`src/rtl/kgp_control_sequencer.sv`:
```
// kgp_control_sequencer: multi-cycle control sequencer for the KGP-RISC core.
// Turns the decoded control bundle into timed datapath strobes and retires
// one instruction per pass through FETCH -> DECODE -> EXEC -> [MEM] -> [WB].
//
// Memory handshake: a request (imem_req / dmem_re / dmem_we) is a registered
// level that is held steady for every cycle of its request state. The memory
// answers with a single-cycle ack sampled on the rising edge. An ack seen
// outside the matching request state is ignored. If the ack is not seen
// within MEM_TIMEOUT request cycles, the sequencer traps. An ack in the same
// cycle as the limit wins.
//
// Strobe timing: every output is registered. A strobe chosen on a clock edge
// is visible for the cycle that follows that edge. So reg_we/pc_we show up
// during WB, and the pc_we of a branch or store shows up in the cycle after
// EXEC or MEM. retired steps on the same edge that raises pc_we.
module kgp_control_sequencer #(
  parameter int unsigned MEM_TIMEOUT = 16,
  parameter int unsigned CNT_W       = 32
) (
  input  logic             clk,
  input  logic             rst,
  input  logic             start,
  input  logic             halt_req,
  input  logic [5:0]       opcode,
  input  logic             branch,
  input  logic             mem_read,
  input  logic             mem_write,
  input  logic             alu_source,
  input  logic [1:0]       mem_reg_pc,
  input  logic [1:0]       write_reg,
  input  logic [2:0]       alu_op,
  input  logic             branch_taken,
  input  logic             imem_ack,
  input  logic             dmem_ack,
  output logic             imem_req,
  output logic             ir_we,
  output logic             dmem_re,
  output logic             dmem_we,
  output logic             reg_we,
  output logic [1:0]       wb_sel,
  output logic             pc_we,
  output logic             pc_sel,
  output logic [2:0]       alu_op_q,
  output logic             alu_src_q,
  output logic             busy,
  output logic             trap,
  output logic [1:0]       trap_cause,
  output logic [CNT_W-1:0] retired,
  output logic [2:0]       state_dbg
);

  typedef enum logic [2:0] {
    S_IDLE   = 3'd0,
    S_FETCH  = 3'd1,
    S_DECODE = 3'd2,
    S_EXEC   = 3'd3,
    S_MEM    = 3'd4,
    S_WB     = 3'd5,
    S_TRAP   = 3'd6
  } state_t;

  localparam logic [1:0] CAUSE_ILLEGAL = 2'b01;
  localparam logic [1:0] CAUSE_IMEM    = 2'b10;
  localparam logic [1:0] CAUSE_DMEM    = 2'b11;
  localparam logic [8:0] TMO_LIM       = 9'(MEM_TIMEOUT);

  state_t           state, state_n, boundary;
  logic [7:0]       tmo_cnt, tmo_n;
  logic             tmo_hit;
  logic             branch_q, mem_read_q, mem_write_q;
  logic [1:0]       write_reg_q;
  logic             branch_n, mem_read_n, mem_write_n;
  logic [1:0]       write_reg_n;
  logic             is_link, retire;
  logic             imem_req_n, ir_we_n, dmem_re_n, dmem_we_n, reg_we_n;
  logic [1:0]       wb_sel_n;
  logic             pc_we_n, pc_sel_n;
  logic [2:0]       alu_op_n;
  logic             alu_src_n, busy_n, trap_n;
  logic [1:0]       trap_cause_n;
  logic [CNT_W-1:0] retired_n;

  function automatic logic legal_opcode(input logic [5:0] op);
    case (op)
      6'b000001, 6'b000010, 6'b000011, 6'b000100, 6'b000101,
      6'b000110, 6'b111100, 6'b111101, 6'b111110, 6'b111111: legal_opcode = 1'b1;
      default:                                               legal_opcode = 1'b0;
    endcase
  endfunction

  // The counter reaches the limit on this cycle if it increments once more.
  assign tmo_hit   = ({1'b0, tmo_cnt} + 9'd1) == TMO_LIM;
  assign is_link   = branch_q && (write_reg_q == 2'b01);
  assign boundary  = halt_req ? S_IDLE : S_FETCH;
  assign state_dbg = state;

  // Next-state and next-output selection. Request levels and busy follow the
  // state being entered.
  always_comb begin
    state_n      = state;
    tmo_n        = '0;
    ir_we_n      = 1'b0;
    reg_we_n     = 1'b0;
    pc_we_n      = 1'b0;
    pc_sel_n     = pc_sel;
    wb_sel_n     = wb_sel;
    alu_op_n     = alu_op_q;
    alu_src_n    = alu_src_q;
    branch_n     = branch_q;
    mem_read_n   = mem_read_q;
    mem_write_n  = mem_write_q;
    write_reg_n  = write_reg_q;
    trap_n       = trap;
    trap_cause_n = trap_cause;
    retire       = 1'b0;
    case (state)
      S_IDLE: begin
        if (start) state_n = S_FETCH;
      end
      S_FETCH: begin
        if (imem_ack) begin
          state_n = S_DECODE;
          ir_we_n = 1'b1;
        end else if (tmo_hit) begin
          state_n      = S_TRAP;
          trap_n       = 1'b1;
          trap_cause_n = CAUSE_IMEM;
        end else begin
          tmo_n = tmo_cnt + 8'd1;
        end
      end
      S_DECODE: begin
        if (legal_opcode(opcode)) begin
          state_n     = S_EXEC;
          branch_n    = branch;
          mem_read_n  = mem_read;
          mem_write_n = mem_write;
          write_reg_n = write_reg;
          wb_sel_n    = mem_reg_pc;
          alu_op_n    = alu_op;
          alu_src_n   = alu_source;
        end else begin
          state_n      = S_TRAP;
          trap_n       = 1'b1;
          trap_cause_n = CAUSE_ILLEGAL;
        end
      end
      S_EXEC: begin
        if (branch_q && !is_link) begin
          pc_we_n  = 1'b1;
          pc_sel_n = branch_taken;
          retire   = 1'b1;
          state_n  = boundary;
        end else if (is_link) begin
          // Link writes the return address in WB; the taken decision is kept.
          state_n  = S_WB;
          reg_we_n = 1'b1;
          pc_we_n  = 1'b1;
          pc_sel_n = branch_taken;
          retire   = 1'b1;
        end else if (mem_read_q || mem_write_q) begin
          state_n = S_MEM;
        end else begin
          state_n  = S_WB;
          reg_we_n = 1'b1;
          pc_we_n  = 1'b1;
          pc_sel_n = 1'b0;
          retire   = 1'b1;
        end
      end
      S_MEM: begin
        if (dmem_ack) begin
          pc_we_n  = 1'b1;
          pc_sel_n = 1'b0;
          retire   = 1'b1;
          if (mem_read_q) begin
            state_n  = S_WB;
            reg_we_n = 1'b1;
          end else begin
            state_n = boundary;
          end
        end else if (tmo_hit) begin
          state_n      = S_TRAP;
          trap_n       = 1'b1;
          trap_cause_n = CAUSE_DMEM;
        end else begin
          tmo_n = tmo_cnt + 8'd1;
        end
      end
      S_WB: begin
        state_n = boundary;
      end
      S_TRAP: begin
        state_n = S_TRAP;
      end
      default: begin
        state_n = S_IDLE;
      end
    endcase
    imem_req_n = (state_n == S_FETCH);
    dmem_re_n  = (state_n == S_MEM) && mem_read_q;
    dmem_we_n  = (state_n == S_MEM) && !mem_read_q;
    busy_n     = (state_n != S_IDLE) && (state_n != S_TRAP);
    retired_n  = retire ? retired + CNT_W'(1) : retired;
  end

  // State, latched bundle and registered outputs; reset aborts any instruction.
  always_ff @(posedge clk or negedge rst) begin
    if (!rst) begin
      state       <= S_IDLE;
      tmo_cnt     <= '0;
      branch_q    <= 1'b0;
      mem_read_q  <= 1'b0;
      mem_write_q <= 1'b0;
      write_reg_q <= '0;
      imem_req    <= 1'b0;
      ir_we       <= 1'b0;
      dmem_re     <= 1'b0;
      dmem_we     <= 1'b0;
      reg_we      <= 1'b0;
      wb_sel      <= '0;
      pc_we       <= 1'b0;
      pc_sel      <= 1'b0;
      alu_op_q    <= '0;
      alu_src_q   <= 1'b0;
      busy        <= 1'b0;
      trap        <= 1'b0;
      trap_cause  <= '0;
      retired     <= '0;
    end else begin
      state       <= state_n;
      tmo_cnt     <= tmo_n;
      branch_q    <= branch_n;
      mem_read_q  <= mem_read_n;
      mem_write_q <= mem_write_n;
      write_reg_q <= write_reg_n;
      imem_req    <= imem_req_n;
      ir_we       <= ir_we_n;
      dmem_re     <= dmem_re_n;
      dmem_we     <= dmem_we_n;
      reg_we      <= reg_we_n;
      wb_sel      <= wb_sel_n;
      pc_we       <= pc_we_n;
      pc_sel      <= pc_sel_n;
      alu_op_q    <= alu_op_n;
      alu_src_q   <= alu_src_n;
      busy        <= busy_n;
      trap        <= trap_n;
      trap_cause  <= trap_cause_n;
      retired     <= retired_n;
    end
  end

endmodule
```
`config.mk`:
```
export PLATFORM = sky130hd
export DESIGN_NAME = kgp_control_sequencer
export DESIGN_NICKNAME = d
export VERILOG_FILES = /design/src/rtl/kgp_control_sequencer.sv
export SDC_FILE = /design/constraint.sdc
export NUM_CORES = 1
export LEC_CHECK = 0
export BUFFER_PORTS_ARGS = -buffer_cell sky130_fd_sc_hd__clkbuf_2
export CAP_MARGIN = 15
export CORE_MARGIN = 2
export CORE_UTILIZATION = 47
export DETAILED_ROUTE_END_ITERATION = 12
export GPL_TIMING_DRIVEN = 0
export PLACE_DENSITY = 0.75
export SLEW_MARGIN = 20
export SYNTH_ARGS = -nofsm -noshare
export SYNTH_HDL_FRONTEND = slang
export SYNTH_SLANG_ARGS = --single-unit
```
`constraint.sdc`:
```
create_clock -name clk -period 2.2 [get_ports clk]
set_input_delay 0.55 -clock clk [delete_from_list [all_inputs] [get_ports clk]]
set_output_delay 0.55 -clock clk [all_outputs]
set_load 0.05 [all_outputs]
```
==> run_results.csv, run 1 <==
group,metric,value,unit
global_route,grt_overflow_total,0,
layout,nets,393,
critical_path,endpoint_kind,"flop",
pwr,seqPwrFrac,37.3,%
floorplanning,die_area,6910,µm²
layout,drive_gt1_share,36.9,%
sta,slew_viol_final,0,
sta,skew,8.72,ps
yosys,syn_area,2940,µm²
clock_tree,clock_latency,330,ps
routing,routed_wirelength,6290,µm
sta,setup_viol_count_final,0,
routing,drc,0,
clock_tree,htreeDepth,3,
sta,slew_headroom,64.1,%
clock_tree,cts_buffers,9,
pwr,pwr-share-comb,39.9,%
critical_path,crit_type,"flop to flop",
layout,regArea,1630,µm²
floorplanning,die_w,83.1,µm
clock_tree,clock_sinks,65,
place,io_buffer_count,75,
routing,drt_iter0_markers,83,
yosys,ys_seq_area_share,55.3,%
critical_path,start_kind,"flop",
critical_path,cp.arrival,2340,ps
sta,fin_hold_ws,118,ps
critical_path,crit_fanout,5,
yosys,synthArstFlopShare,100,%
layout,num_antenna_cells,0,
clock_tree,holdBufCountCts,0,
global_route,grt_pass1_vias,2190,
place,placed_cell_area,3460,µm²
routing,firstDrtPassIters,4,
floorplanning,die_h,83.1,µm
global_route,track_usage,18.4,%
sta,rsz0062_at_grt,"true",
routing,via_per_inst,5.28,
routing,vias,2357,
global_route,antenna_found_initial,0,
yosys,synth_nets,291,
critical_path,crit_required,2410,ps
floorplanning,core-area,5990,µm²
critical_path,r2r_cells,5,
sta,period_share,96.7,%
pwr,netSwitchingFraction,41.5,%
sta,hold_viol,0,
sta,worst_pin_slew,539,ps
yosys,ys.warnings.count,0,
floorplanning,io_pins,76,
global_route,grt_pass1_wl,10200,µm
layout,fill_cells,502,
yosys,syn_avg_cell_area,11.1,µm²
yosys,syn_inst,265,
sta,fmax,470,MHz
yosys,synth_seq_cells,65,
layout,multi_input_area,1310,µm²
pwr,clockPowerShare,22.7,%
place,gp_congestion,0.821,
layout,area_growth,29.5,%
floorplanning,start_util,49.1,%
clock_tree,max-clock-path-buffers,2,
clock_tree,clock-root-buffer,"clkbuf_8",
run_status,status,"finished clean",
yosys,synth-edff-count,0,
run,maxCapViolCount,0,
global_route,grt_max_degree,47,
sta,finalSetupTns,0,ps
layout,fin_area,3810,µm²
pwr,powerDensity,1170,nW/µm²
pwr,leakage,0.00193,µW
pwr,p_sw,1850,µW
yosys,yosysUniqueCellTypes,45,
place,hpwl,4270,µm
worst_hold_path,hold_path.class,"input port to asynchronous set/reset pin",
floorplanning,num_rows,28,
clock_tree,clk_pin_slew,70,ps
routing,drtAntennaViolNets,0,
routing,wl_per_cell,14.1,µm
yosys,synth_ff_type,"dfrtp_1",
sta,fin_crit,2130,ps
pwr,p_int,2610,µW
clock_tree,cts_tree,"done",
pwr,ir_drop,935,µV
flip-flops by register name (all words and copies together) (netlist names), 2 cells and up:
name,count
tmo_cnt,8
trap_cause,2
state_dbg,3
wb_sel,2
write_reg_q,2
retired,32
alu_op_q,3
path summary, 6_finish.rpt:
kind	start	end	slack, ps
min in group clk	mem_read	mem_read_q$_DFFE_PN0P_	440
max in group asynchronous	rst	ir_we$_DFF_PN0_	1570
setup reg to reg	tmo_cnt[0]$_DFF_PN0_	trap_cause[0]$_DFFE_PN0P_	70
hold reg to reg	trap$_DFFE_PN0P_	trap$_DFFE_PN0P_	460
hold / removal	rst	retired[19]$_DFFE_PN0P_	120
setup / recovery	tmo_cnt[0]$_DFF_PN0_	trap_cause[0]$_DFFE_PN0P_	70
synthesized netlist by cell type, drive strengths merged (3+ instances only):
cell / instances / area (µm²)
nor3: 7 / 35.0
nand4: 8 / 50.1
xor2: 16 / 140
nand2b: 4 / 25.0
mux2: 12 / 135
buf: 3 / 21.3
and2: 3 / 18.8
and3: 10 / 62.6
nor2: 27 / 109
nand2: 26 / 97.6
inv: 10 / 37.5
a21oi: 5 / 25.0
xnor2: 22 / 193
or3: 3 / 18.8
dfrtp: 65 / 1630
nand3: 11 / 55.1
logic make-up (layout without fill, tap and decap cells):
group,count (synthesis),count (layout),share of synthesized area [%]
flops,65,65,55.3
mux,12,12,4.59
compound gates,23,23,6.33
buf+inv,14,120,2.13
simple gates,111,111,19.5
fa+ha+maj,2,2,0.850
xor+xnor,38,38,11.3
power groups by stage:
stage	Sequential [µW]	Clock [µW]	Combinational, µW
after detailed placement	1680	0	1640
after floorplan	2330	0	572
final	1670	1010	1780
after global placement	1670	0	1620
after global routing	1700	1090	1900
after CTS	1650	1040	1680
per-layer routing:
| layer | up-vias | share of wire, % | track usage [%] |
|---|---|---|---|
| met5 | - | 0 | 0 |
| met3 | 13 | 5.1 | 4.97 |
| met1 | 1147 | 45 | 23.3 |
| li1 | 1123 | - | - |
| met4 | 0 | 2.0 | 7.15 |
| met2 | 74 | 48 | 30.1 |
area by class of cell:
| type | instances | share of cell area, % |
|---|---|---|
| inverter | 10 | 0.985 |
| sequential | 65 | 42.8 |
| clock buffer | 12 | 4.07 |
| tap | 75 | 2.46 |
| buffer | 1 | 0.0985 |
| multi-input combinational | 186 | 34.4 |
| timing repair buffer | 94 | 14.2 |
| clock inverter | 3 | 1.05 |
placed cells by master (no fill, tap or decap), types with 8 or more instances in the layout:
cell      instances
nand2_1          26
buf_4            18
and3_1           10
dfrtp_1          62
xnor2_1          21
nor2_1           26
clkbuf_8         11
inv_1            10
nand3_1          10
mux2_2           12
xor2_1           16
nand4_1           8
clkbuf_2         74
stage by stage:
stage          power [µW]  setup WS, ps  cells  utilization (%)
2_1_floorplan        2900          -120    265                -
3_3_place_gp         3280          -346    415             57.2
3_5_place_dp         3320          -375    416             57.7
4_1_cts              4380        -0.468    435             61.7
5_1_grt              4690         -46.6    446             63.6
6_report             4470          73.3    446             63.6
worst max-delay path: stages, from the launching register on:
cell and delay [ps]:
dfrtp_1 410, nand3_1 210, or3_1 510, a2111oi_4 440, o31ai_2 160, mux2_2 280
repair_timing:
action	CTS	global route
endpoints found under the setup margin	7	19
setup buffers	4	14
cloned	0	0
endpoints found under the hold margin	0	0
gates resized for setup	4	9
pin swaps	3	4
(Power assumes the default switching activity.)
==> run 2: changes to the inputs <==
--- a/config.mk
+++ b/config.mk
@@ -5,13 +5,14 @@
 export SDC_FILE = /design/constraint.sdc
 export NUM_CORES = 1
 export LEC_CHECK = 0
+export ABC_AREA = 1
 export BUFFER_PORTS_ARGS = -buffer_cell sky130_fd_sc_hd__clkbuf_2
 export CAP_MARGIN = 15
 export CORE_MARGIN = 2
-export CORE_UTILIZATION = 47
+export CORE_UTILIZATION = 49
 export DETAILED_ROUTE_END_ITERATION = 12
 export GPL_TIMING_DRIVEN = 0
-export PLACE_DENSITY = 0.75
+export PLACE_DENSITY = 0.76
 export SLEW_MARGIN = 20
 export SYNTH_ARGS = -nofsm -noshare
 export SYNTH_HDL_FRONTEND = slang
==> run 2 against run 1 <==
Against the previous run:
- fmax is 16% higher
- sequential share of layout area down 2.7 points
- first-iteration DRC count increased by 130%
- core utilization fell by 3.6 points
- clock power shrank 10%
- global-route usage increased by 2.8 points
- register-to-register slack improved by 290 ps
- combinational power increased by 13%
==> run_results.csv, run 2 <==
group,metric,value,unit
floorplanning,num_rows,30,
worst_hold_path,hold_path.class,"input port to asynchronous set/reset pin",
yosys,synth-edff-count,0,
clock_tree,holdBufCountCts,0,
clock_tree,cts_buffers,9,
critical_path,cp.arrival,2050,ps
critical_path,path_buf_inv,1,
global_route,grt_max_degree,40,
layout,largest_reg_flops,32,
layout,regArea,1630,µm²
layout,top_register,"retired",
critical_path,cp-startpoint,"retired[0]$_DFFE_PN0P_",
routing,drt_iter0_markers,187,
global_route,grt_overflow_total,0,
floorplanning,die_area,7590,µm²
layout,num_antenna_cells,0,
yosys,yosysUniqueCellTypes,34,
layout,drive_gt1_share,25.0,%
critical_path,crit_type,"flop to flop",
yosys,synth.area.top_cells,"dfrtp_1 48%, nand2_1 14%, xor2_1 6.2%",
sta,rsz0062_at_grt,"false",
floorplanning,core-area,6760,µm²
critical_path,crit_required,2420,ps
clock_tree,post_cts_buffers,0,
layout,multi_input_area,1550,µm²
yosys,synth_ff_type,"dfrtp_1",
routing,firstDrtPassIters,4,
yosys,synth_seq_cells,65,
yosys,ys_seq_area_share,48.0,%
layout,fill_cells,610,
critical_path,endpoint_kind,"flop",
clock_tree,htreeDepth,3,
yosys,ys.warnings.count,0,
sta,setup_viol_count_final,0,
place,gp_congestion,0.869,
sta,slew_viol_final,0,
clock_tree,clock_sinks,65,
routing,vias,2983,
pwr,finalPower,4570,µW
critical_path,rr_startpoint,"retired[0]$_DFFE_PN0P_",
routing,drtAntennaViolNets,0,
routing,wl_per_cell,12.8,µm
run,maxCapViolCount,0,
global_route,grt_pass1_wl,12600,µm
yosys,syn_avg_cell_area,8.20,µm²
floorplanning,io_pins,76,
layout,area_growth,19.8,%
sta,fmax,546,MHz
yosys,synth.most_common_cell,"nand2_1",
place,dp_slack,321,ps
place,dp_cells,569,
pwr,leakage,0.00213,µW
yosys,synth_common_cells,"122 x nand2_1, 65 x dfrtp_1, 47 x inv_1, 33 x nor2_1, 25 x nand3_1",
critical_path,crit_fanout,5,
layout,nets,526,
critical_path,critical_path.top_delay_family,"simple AND/OR/NAND/NOR gates",
clock_tree,clock_latency,330,ps
critical_path,path_cells,"ha_1, inv_1, nor3_1, and3_4, nand2_4, nor2_4, nand2_2, o21ai_1, nand2_1",
sta,period_share,83.3,%
sta,fin_crit,1830,ps
global_route,antenna_found_initial,0,
floorplanning,start_util,50.1,%
sta,worst_pin_slew,682,ps
place,hpwl,5740,µm
sta,hold_viol,0,
layout,final_common_cell,"nand2_1",
clock_tree,clock-root-buffer,"clkbuf_8",
routing,via_per_inst,5.10,
sta,setup_slack,367,ps
sta,finalSetupTns,0,ps
routing,routed_wirelength,7490,µm
yosys,synthArstFlopShare,100,%
pwr,powerDensity,1130,nW/µm²
clock_tree,ctsResizeCount,0,
clock_tree,max-clock-path-buffers,2,
layout,final_cells,585,
clock_tree,clk_pin_slew,70,ps
layout,reg_top3,"retired x32, tmo_cnt x8",
yosys,synth_top_area_cell,"dfrtp_1",
routing,drc,0,
floorplanning,die_h,87.1,µm
yosys,syn_area,3390,µm²
run_status,status,"finished clean",
layout,final_cell_mix,"122 x nand2_1, 74 x clkbuf_2, 65 x dfrtp_1",
floorplanning,die_w,87.1,µm
yosys,syn_inst,413,
sta,skew,8.57,ps
global_route,grt_pass1_vias,2908,
yosys,synth_nets,439,
sta,slew_headroom,54.3,%
clock_tree,cts_tree,"done",
place,io_buffer_count,75,
critical_path,critical_path.slowest_cell,"dfrtp_1",
yosys,synth_top_area_share,48.0,%
critical_path,start_kind,"flop",
global_route,track_usage,21.1,%
pwr,ir_drop,726,µV
critical_path,slowest_delay,420,ps
run 2: cell count changes after synthesis, moves of 8 or more:
cell,previous run,this run
xor2_1,16,24
nand3_1,11,25
o21ai_0,0,12
and3_1,10,0
nand2_1,26,122
mux2_2,12,0
xnor2_1,22,6
inv_1,10,47
nor3_1,7,15
run 2: final timing paths:
check                                          endpoint  slack (ps)  cells after the start
min in group clk                  wb_sel[1]$_DFFE_PN0P_         410                      3
max in group asynchronous        retired[0]$_DFFE_PN0P_        1510                      2
worst max-delay path            retired[26]$_DFFE_PN0P_         370                      9
worst min register to register         trap$_DFFE_PN0P_         470                      2
worst min-delay path            alu_op_q[2]$_DFFE_PN0P_         160                      1
worst max register to register  retired[26]$_DFFE_PN0P_         370                      9
run 2: cell type report:
| cell class | count | share of cell area, % |
|---|---|---|
| sequential | 65 | 40.1 |
| multi-input combinational | 294 | 38.3 |
| timing repair buffer | 76 | 9.81 |
| inverter | 51 | 4.72 |
| clock buffer | 13 | 3.92 |
| tap | 80 | 2.47 |
| clock inverter | 3 | 0.370 |
| buffer | 3 | 0.339 |
run 2: metal layers:
layer | GRT usage (%) | vias to the layer above | part of all wire (%)
met2 | 33.8 | 82 | 47
met3 | 3.79 | 14 | 4.6
li1 | - | 1475 | -
met4 | 9.09 | 0 | 1.8
met5 | 0 | - | 0
met1 | 28.3 | 1412 | 47
run 2: through the flow:
stage	utilization, %	hold WS, ps	area, µm²
2_1_floorplan	-	254	3390
3_3_place_gp	57.1	451	3860
3_5_place_dp	57.5	459	3880
4_1_cts	60.1	163	4060
5_1_grt	60.1	180	4060
6_report	60.1	159	4060
run 2: kinds of logic (layout without fill, tap and decap cells):
group,count (synthesis),count (layout),share of synthesized area (%)
flops,65,65,48.0
fa+ha+maj,2,2,0.739
simple gates,240,240,33.8
xor+xnor,30,30,7.76
compound gates,22,22,3.58
buf+inv,54,146,6.06
run 2: power by group:
part           leakage, µW  internal (µW)  switching (µW)
Combinational      0.00121            479            1530
Clock            0.0000932            466             441
Sequential        0.000828           1460             203
==> run 3: changes to the inputs <==
--- a/config.mk
+++ b/config.mk
@@ -9,10 +9,10 @@
 export BUFFER_PORTS_ARGS = -buffer_cell sky130_fd_sc_hd__clkbuf_2
 export CAP_MARGIN = 15
 export CORE_MARGIN = 2
-export CORE_UTILIZATION = 49
+export CORE_UTILIZATION = 50
 export DETAILED_ROUTE_END_ITERATION = 12
 export GPL_TIMING_DRIVEN = 0
-export PLACE_DENSITY = 0.76
+export PLACE_DENSITY = 0.75
 export SLEW_MARGIN = 20
 export SYNTH_ARGS = -nofsm -noshare
 export SYNTH_HDL_FRONTEND = slang
==> constraint.sdc (replaced) <==
create_clock -name clk -period 1.8 [get_ports clk]
set_input_delay 0.45 -clock clk [delete_from_list [all_inputs] [get_ports clk]]
set_output_delay 0.45 -clock clk [all_outputs]
set_load 0.05 [all_outputs]
==> run 3 against run 2 <==
Against the previous run:
- clock power up 29%
- combinational power up 39%
- flip-flop and latch count did not move
- critical path depth up 4
- largest power group unchanged
- total power rose by 32%
- sequential share of layout area down 2.3 points
- non-clock buffer count rose by 10
- sequential power up 25%
==> run_results.csv, run 3 (same netlist as run 2, synthesis figures left out) <==
group,metric,value,unit
run_status,status,"finished clean",
clock_tree,clock_sinks,65,
critical_path,start_kind,"flop",
clock_tree,clock_latency,350,ps
routing,wl_per_cell,13.6,µm
sta,fmax,574,MHz
sta,slew_viol_final,0,
global_route,track_usage,21.7,%
layout,final_cell_mix,"116 x nand2_1, 74 x clkbuf_2, 51 x dfrtp_1",
routing,drt_iter0_markers,162,
routing,drtAntennaViolNets,0,
layout,multi_input_area,1750,µm²
global_route,grt_overflow_total,0,
global_route,antenna_found_initial,0,
floorplanning,die_w,86.3,µm
layout,utilization,67.4,%
routing,routed_wirelength,8060,µm
layout,final_cells,592,
sta,fin_crit,1740,ps
routing,via_per_inst,5.11,
global_route,grt_pass1_vias,2885,
routing,drc,0,
place,placed_cell_area,3890,µm²
floorplanning,io_pins,76,
run,maxCapViolCount,0,
floorplanning,core-area,6460,µm²
layout,largest_reg_flops,32,
sta,slew_headroom,68.8,%
place,dp_cells,566,
clock_tree,htreeDepth,3,
critical_path,endpoint_kind,"flop",
place,io_buffer_count,75,
pwr,leakage,0.00220,µW
layout,top_register,"retired",
layout,final_common_cell,"nand2_1",
sta,hold_viol,0,
layout,area_growth,28.6,%
critical_path,rrSetupSlack,60,ps
clock_tree,clk_pin_slew,70,ps
clock_tree,cts_tree,"done",
pwr,powerDensity,1390,nW/µm²
sta,setup_viol_count_final,0,
layout,fill_cells,519,
floorplanning,start_util,52.4,%
layout,nets,536,
place,hpwl,5770,µm
place,gp_congestion,0.894,
layout,reg_top3,"retired x32, tmo_cnt x8",
sta,fin_hold_ws,77.5,ps
critical_path,crit_type,"flop to flop",
clock_tree,clock-root-buffer,"clkbuf_8",
sta,skew,8.91,ps
layout,regArea,1640,µm²
sta,worst_pin_slew,467,ps
routing,firstDrtPassIters,4,
critical_path,crit_fanout,5,
floorplanning,die_h,86.3,µm
floorplanning,die_area,7450,µm²
global_route,grt_max_degree,34,
layout,drive_gt1_share,35.1,%
pwr,ir_drop,1100,µV
layout,fin_area,4360,µm²
floorplanning,num_rows,29,
sta,rsz0062_at_grt,"true",
clock_tree,cts_buffers,9,
critical_path,crit_required,2080,ps
global_route,grt_pass1_wl,12800,µm
worst_hold_path,hold_path.class,"input port to asynchronous set/reset pin",
clock_tree,max-clock-path-buffers,2,
layout,num_antenna_cells,0,
critical_path,cp.arrival,2020,ps
sta,period_share,96.8,%
routing,vias,3027,
clock_tree,holdBufCountCts,0,
run 3: timing repair:
action | in CTS | in global routing
pin swaps | 2 | 11
setup endpoints to repair | 8 | 22
buffers inserted | 3 | 7
resized for setup | 2 | 48
run 3: final timing paths:
| kind | from | to | depth (start not counted) |
|---|---|---|---|
| setup reg to reg | tmo_cnt[0]$_DFF_PN0_ | busy$_DFF_PN0_ | 13 |
| setup / recovery | tmo_cnt[0]$_DFF_PN0_ | busy$_DFF_PN0_ | 13 |
| hold / removal | rst | dmem_we$_DFF_PN0_ | 1 |
| hold reg to reg | trap$_DFFE_PN0P_ | trap$_DFFE_PN0P_ | 2 |
| min in group clk | alu_op[1] | alu_op_q[1]$_DFFE_PN0P_ | 3 |
| max in group asynchronous | rst | retired[0]$_DFFE_PN0P_ | 2 |
run 3: per-stage QoR:
stage                     TNS, ps  worst slack, ps  power (µW)
after floorplan                 0             12.2        3920
after global placement      -8750             -243        4480
after detailed placement    -66.3            -25.3        4540
after CTS                       0             1.11        5750
after global routing         -601            -72.0        6370
final                           0             58.1        6040
run 3: worst max-delay path, stage by stage (launching register included):
cell and delay [ps]:
dfrtp_1 430, ha_4 190, nand3_4 80, nor2_4 120, nand2_2 50, nand2_2 70, nand2_2 70, nor2_4 160
nand2_4 80, nand2_1 80, nand2_2 90, nand2_4 120, nand2_1 70, nand3_1 60
run 3: layout make-up:
cell class | count | share of cell area (%)
Buffer | 3 | 0.316
Clock buffer | 13 | 3.88
Clock inverter | 3 | 0.345
Inverter | 51 | 4.40
Multi-Input combinational cell | 294 | 40.2
Sequential cell | 65 | 37.7
Tap cell | 77 | 2.21
Timing Repair Buffer | 86 | 10.9
run 3: report_power, final:
group          internal, µW  switching, µW
combinational           763           2030
sequential             1800            274
clock                   607            561
run 3: routing by layer:
metal	part of all wire, %	track usage (%)	routed length [µm]
met2	49	33.6	3950
met1	45	29.6	3600
met3	4.8	6.10	388
met4	1.5	7.10	120
met5	0	0	0
